`src/rtl/bcd_to_bin_seq.sv`:
```
// Sequential BCD-to-binary converter (reverse double-dabble, one iteration per clock).
// Optional digit range check enabled by defining BCD_TO_BIN_DIGIT_CHECK_EN.
module bcd_to_bin_seq #(
    parameter int DIGITS = 2,
    parameter int BIN_W  = 7
) (
    input  logic                  clk,
    input  logic                  reset_n,
    input  logic                  start,
    input  logic [4*DIGITS-1:0]   bcd_in,
    output logic                  busy,
    output logic                  done,
    output logic [BIN_W-1:0]      bin_out,
    output logic                  invalid
);

    localparam int BCD_W = 4 * DIGITS;
    localparam int CNT_W = (BIN_W > 1) ? $clog2(BIN_W) : 1;
    localparam logic [CNT_W-1:0] CNT_LAST = CNT_W'(BIN_W - 1);

    typedef enum logic [1:0] {
        IDLE  = 2'd0,
        SHIFT = 2'd1,
        DONE  = 2'd2
    } state_t;

    state_t             state, state_nx;
    logic [BCD_W-1:0]   bcd_reg, bcd_nx, bcd_sh, bcd_cor;
    logic [BIN_W-1:0]   bin_reg, bin_nx, bin_sh;
    logic [BIN_W-1:0]   bin_out_reg, bin_out_nx;
    logic [CNT_W-1:0]   cnt, cnt_nx;
    logic               busy_reg, busy_nx;
    logic               done_reg, done_nx;
    logic               load, finish;

    // One iteration: shift W right, then subtract 3 from every digit that became >= 8.
    always_comb begin
        bcd_sh  = {1'b0, bcd_reg[BCD_W-1:1]};
        bin_sh  = {bcd_reg[0], bin_reg[BIN_W-1:1]};
        bcd_cor = bcd_sh;
        for (int d = 0; d < DIGITS; d++) begin
            if (bcd_sh[4*d+3]) begin
                bcd_cor[4*d +: 4] = bcd_sh[4*d +: 4] - 4'd3;
            end
        end
    end

`ifdef BCD_TO_BIN_DIGIT_CHECK_EN
    logic err_reg, invalid_reg, digit_bad;

    always_comb begin
        digit_bad = 1'b0;
        for (int d = 0; d < DIGITS; d++) begin
            if (bcd_in[4*d +: 4] > 4'd9) begin
                digit_bad = 1'b1;
            end
        end
    end

    always_ff @(posedge clk) begin
        if (!reset_n) begin
            err_reg     <= 1'b0;
            invalid_reg <= 1'b0;
        end else begin
            if (load) begin
                err_reg <= digit_bad;
            end
            if (finish) begin
                invalid_reg <= err_reg;
            end
        end
    end

    assign invalid = invalid_reg;
`else
    assign invalid = 1'b0;
`endif

    always_comb begin
        state_nx   = state;
        bcd_nx     = bcd_reg;
        bin_nx     = bin_reg;
        cnt_nx     = cnt;
        bin_out_nx = bin_out_reg;
        busy_nx    = 1'b0;
        done_nx    = 1'b0;
        load       = 1'b0;
        finish     = 1'b0;
        case (state)
            IDLE, DONE: begin
                if (start) begin
                    load     = 1'b1;
                    state_nx = SHIFT;
                    bcd_nx   = bcd_in;
                    bin_nx   = '0;
                    cnt_nx   = '0;
                    busy_nx  = 1'b1;
                end else begin
                    state_nx = IDLE;
                end
            end
            SHIFT: begin
                bcd_nx = bcd_cor;
                bin_nx = bin_sh;
                cnt_nx = cnt + 1'b1;
                if (cnt == CNT_LAST) begin
                    finish   = 1'b1;
                    state_nx = DONE;
                    done_nx  = 1'b1;
`ifdef BCD_TO_BIN_DIGIT_CHECK_EN
                    bin_out_nx = err_reg ? '0 : bin_sh;
`else
                    bin_out_nx = bin_sh;
`endif
                end else begin
                    busy_nx = 1'b1;
                end
            end
            default: state_nx = IDLE;
        endcase
    end

    always_ff @(posedge clk) begin
        if (!reset_n) begin
            state       <= IDLE;
            bcd_reg     <= '0;
            bin_reg     <= '0;
            cnt         <= '0;
            bin_out_reg <= '0;
            busy_reg    <= 1'b0;
            done_reg    <= 1'b0;
        end else begin
            state       <= state_nx;
            bcd_reg     <= bcd_nx;
            bin_reg     <= bin_nx;
            cnt         <= cnt_nx;
            bin_out_reg <= bin_out_nx;
            busy_reg    <= busy_nx;
            done_reg    <= done_nx;
        end
    end

    assign busy    = busy_reg;
    assign done    = done_reg;
    assign bin_out = bin_out_reg;

endmodule

```
`config.mk`:
```
export PLATFORM = sky130hd
export DESIGN_NAME = bcd_to_bin_seq
export DESIGN_NICKNAME = d
export VERILOG_FILES = /design/src/rtl/bcd_to_bin_seq.sv
export SDC_FILE = /design/constraint.sdc
export NUM_CORES = 1
export LEC_CHECK = 0
export BUFFER_PORTS_ARGS = -buffer_cell sky130_fd_sc_hd__buf_2
export CORE_AREA = 3 3 57 59
export CTS_BUF_LIST = sky130_fd_sc_hd__clkbuf_4 sky130_fd_sc_hd__clkbuf_8
export DETAILED_ROUTE_END_ITERATION = 8
export DIE_AREA = 0 0 60 62
export SYNTH_ARGS = -nofsm -noshare
export SYNTH_HDL_FRONTEND = slang
export SYNTH_SLANG_ARGS = --single-unit
```
`constraint.sdc`:
```
create_clock -name clk -period 3.2 [get_ports clk]
set_input_delay 0.48 -clock clk [delete_from_list [all_inputs] [get_ports clk]]
set_output_delay 0.48 -clock clk [all_outputs]
set_load 0.05 [all_outputs]
```
==> After elaboration in Yosys (flattened, before gate mapping) <==
Index checks and enable logic that the tools add are counted.
{ "word_totals": {"reg_bits": 29, "in_bits": 11, "out_inout_bits": 10, "wordCells": 34} }
{ "classes": {"n_addsub": 2, "n_eq_ne": 5, "muxes": 14, "reduce_logical": 6} }
{ "ops": {"columns": ["operator", "n"], "rows": [
  ["$pmux W8 S2", 1],
  ["$pmux W7 S2", 1],
  ["$mux W8", 1],
  ["$mux W7", 1],
  ["$pmux W3 S2", 1],
  ["$reduce_and A2 Y1", 3],
  ["$mux W1", 4],
  ["$mux W4", 1],
  ["$ne A2 B2 Y1 const B", 2],
  ["$pmux W2 S2", 1],
  ["$sub A4 B2 Y4 const B", 1],
  ["$add A3 B1 Y3 const B", 1],
  ["$eq A3 B3 Y1 const B", 1],
  ["$mux W3", 1],
  ["$eq A2 B1 Y1 const B", 1],
  ["$eq A2 B2 Y1 const B", 1],
  ["$logic_not A2 Y1", 1],
  ["$mux W2", 1],
  ["$pmux W1 S2", 1],
  ["$reduce_bool A2 Y1", 1],
  ["$reduce_or A2 Y1", 1]
]} }

==> Depth between registers and ports, before layout <==
{ "depth": {"ltp_word": 4, "ltp_mapped": 6, "depth_no_buf": 5} }

==> Worst setup path before layout <==
No wires, ideal clock.
{ "synth_timing": {"kind": "input-to-reg", "from": "input start", "to": "register bcd_reg[3]", "setup_time_ns": 0.116, "arrival_ns": 1.062, "required_time_ns": 3.084, "setup_slack_ns": 2.023, "stages": 3, "n_path_buf": 0, "cell_sequence": "nor2b_1 -> a311o_1 -> and3_1"} }
{ "synth_via": {"elab_chain_len": 2} }
{ "synth_rtl": {"columns": ["item", "line", "rtl"], "rows": [
  ["start: declaration", "9", "input logic start,"],
  ["$ne A2 B2 Y1 (no source line)", null, null],
  ["$reduce_and A2 Y1 (no source line)", null, null],
  ["end signal: assignment", "134", "bcd_reg <= bcd_nx;"],
  ["end: declaration", "28", "logic [BCD_W-1:0] bcd_reg, bcd_nx, bcd_sh, bcd_cor;"]
]} }
Every way passes these cells.
A chain may end at the register's enable or synchronous reset.

==> Worst setup path after layout <==
{ "layout_timing": {"from": "register state[0]", "to": "register cnt[1]"} }
{ "layout_via": {"elab_chain_len": 4, "elab_cells_between_ends": 8, "cone_classes": "eq/ne (3); mux (1); reduce/logical (4)"} }
{ "layout_rtl": {"columns": ["item", "line", "rtl"], "rows": [
  ["start: declaration", "27", "state_t state, state_nx;"],
  ["start signal: assignment", "133", "state <= state_nx;"],
  ["$eq A2 B2 Y1 or $logic_not A2 Y1 (tied branches)", "89", "case (state)"],
  ["$reduce_or A2 Y1", "89", null],
  ["$ne A2 B2 Y1 (no source line) or $reduce_bool A2 Y1 (tied branches)", null, null],
  ["$reduce_and A2 Y1 (no source line)", null, null],
  ["end signal: assignment", "136", "cnt <= cnt_nx;"],
  ["end: declaration", "31", "logic [CNT_W-1:0] cnt, cnt_nx;"]
]} }
Parallel ways exist; a longest one is shown, timed or not.

==> run_results.csv <==
group,metric,value,unit
grt,grt_pass1_vias,813,
clocking,cts_buffers,3,
power_and_ir_drop,p_seq_frac,0.550,
sta,final_hold_viol_count,0,
clocking,htree_levels,1,
floorplan,die_h,62,um
sta,max_freq,644,MHz
clocking,cts_tree,"yes",
routing,vias,928,
grt,global_route.peak_usage_layer,"met2",
power_and_ir_drop,combPwrFrac,0.115,
worst_setup_path,cp-end-kind,"flop",
power_and_ir_drop,clkPwrFrac,0.335,
logic_synthesis,synth.top_cells.by_count,"dfxtp_1, nand2_1, a21boi_1",
logic_synthesis,synth_flop_cell,"dfxtp_1",
grt,grt_pass1_wl,3.69,mm
worst_setup_path,ff2ff_path_depth,3,
routing,first_iter_violations,22,
sta,whs,0.372,ns
logic_synthesis,yosys.area.top_type_share,0.452,
worst_setup_path,cp.arrival,1.79,ns
power_and_ir_drop,leakage,0.547,nW
routing,finalWirelength,2.15,mm
layout,largest_reg_flops,8,
worst_setup_path,critPathKind,"flop to flop",
logic_synthesis,async_reset_ff_frac,0,
layout,nets,161,
clocking,clkTransAtPathRegs,0.15,ns
layout,n_antenna_cell,0,
power_and_ir_drop,internal_power,0.000523,W
sta,fin_tns_setup,0,ns
power_and_ir_drop,power_density,507,nW/um2
floorplan,die_w,60,um
logic_synthesis,syn_area_per_cell,9.33,um2
routing,wl_per_cell,12.1,um
logic_synthesis,synth.most_common_cell,"dfxtp_1",
layout,fill_cells,269,
power_and_ir_drop,p_switching,0.000161,W
sta,finalCritPeriodShare,0.485,
routing,routed_via_density,5.24,
sta,drv_slew,0,
floorplan,ioPinCount,21,
layout,stdcell_count,177,
worst_hold_path,holdPathStages,3,
routing,detail-route-antenna-nets,0,
clocking,cts_setup_buffers,0,
routing,drtPass1Iterations,4,
placed_design,routabilityCongestion,0.742,
logic_synthesis,synthesis.nets,147,
layout,areaGrowthSynthToFinish,8.67,%
clocking,clock_latency,0.32,ns
grt,antenna_found_initial,0,
sta,rsz0062_at_grt,"false",
power_and_ir_drop,switching_share,0.235,
logic_synthesis,ys_seq_area_frac,0.452,
floorplan,initial_core_util,0.450,
grt,use_met2,0.204,
grt,overflow,0,
clocking,cts_resized,0,
clocking,ctsRootBufferMaster,"clkbuf_4",
clocking,clockBufferDepth,2,
grt,met3_usage,0.0269,
sta,clock_skew,0.00921,ns
logic_synthesis,yosys.cell_types.count,37,
worst_setup_path,cp_max_fo,19,
floorplan,rows,19,
sta,worstMarginPinSlew,0.809,ns
routing,drc_errors,0,
placed_design,dp_cells,173,
logic_synthesis,ys_warn_count,0,
clocking,numClockSinks,28,
grt,grt_use_met1,0.175,
logic_synthesis,synth-edff-count,0,
logic_synthesis,synth_area,1240,um2
clocking,cts_hold_buf,0,
placed_design,hpwl,1.48,mm
worst_hold_path,hold_path.class,"input pin to flop",
logic_synthesis,synth_top_cell_by_area,"dfxtp_1",
logic_synthesis,ys_ff_latch,28,
flow_run,cap_viol_max_count,0,
placed_design,portBuffers,19,
grt,grt_max_degree,30,
floorplan,core_area,2760,um2
layout,drive_above_1_share,0.199,
floorplan,dieArea,3720,um2
sta,setup_viol,0,
grt,track_usage,0.129,
logic_synthesis,synth_top_cells_by_area,"dfxtp_1, a21boi_1, nand2_1, o221ai_2, ha_1",
sta,relSlewSlack,0.460,
worst_setup_path,worstPathRequired,3.43,ns
worst_setup_path,worstSetupStartpointType,"flop",
status,status,"finished, final reports clean",
sta,fin_crit,1.55,ns
power_and_ir_drop,ir_drop,0.000319,V
logic_synthesis,syn_inst,133,
==> through the flow <==
step	instance area (um2)	setup slack [ns]	util	power [W]
6_report	1350	1.65	0.489	0.000684
3_3_place_gp	1300	1.56	0.470	0.000461
3_5_place_dp	1300	1.49	0.470	0.000463
5_1_grt	1350	1.55	0.489	0.000721
2_1_floorplan	1240	2.02	-	0.000453
4_1_cts	1350	1.64	0.489	0.000696
==> layout by cell type, fill, tap and decap left out, drive strengths merged, types with 3 or more instances in the layout <==
cell type and n:
a21boi 14, and3 3, buf 19, clkbuf 3, dfxtp 28, ha 3
nand2 25, nand3 7, nor2 7, nor2b 3, nor3 5, o21a 4
o221ai 4
==> critical path, cell delays in order (launching register included) <==
cell and delay [ns]:
dfxtp_1 0.49, nand2b_1 0.46, and3_1 0.36, o21a_1 0.16
==> path summary, 6_finish.rpt <==
kind	endpoint	slack, ns	start
worst max register to register	cnt[1]	1.65	state[0]
worst min-delay path	bcd_reg[7]	0.37	bcd_in[7]
worst min register to register	bin_out[0]	0.46	bin_out[0]
worst max-delay path	cnt[1]	1.65	state[0]
==> logic make-up (layout without fill, tap and decap cells) <==
group,after synthesis,count (layout),synth area share
xor+xnor,3,3,0.0212
mux,2,2,0.0171
flops,28,28,0.452
buf+inv,11,24,0.0665
other cells,1,1,0.00302
fa+ha+maj,3,3,0.0302
compound gates,28,28,0.185
simple gates,57,57,0.225
==> power by group through the flow <==
stage / Combinational, W / Sequential [W] / Clock, W
4_1_cts: 0.0000798 / 0.000376 / 0.000240
5_1_grt: 0.0000884 / 0.000378 / 0.000255
3_5_place_dp: 0.0000796 / 0.000383 / 0
6_report: 0.0000788 / 0.000376 / 0.000229
2_1_floorplan: 0.0000695 / 0.000384 / 0
3_3_place_gp: 0.0000779 / 0.000383 / 0
==> layer usage <==
layer	vias up	share of wire
li1	483	-
met1	427	0.49
met2	16	0.46
met3	2	0.040
met4	0	0.0065
met5	-	0
==> layout make-up <==
class / instances / area, um2 / share of cell area
tap: 31 / 38.8 / 0.0288
clock inverter: 1 / 30.0 / 0.0223
multi-input combinational: 94 / 598 / 0.443
sequential: 28 / 561 / 0.416
inverter: 1 / 3.75 / 0.00278
timing repair buffer: 19 / 95.1 / 0.0705
clock buffer: 3 / 22.5 / 0.0167
Power figures use the tool's default switching activity.
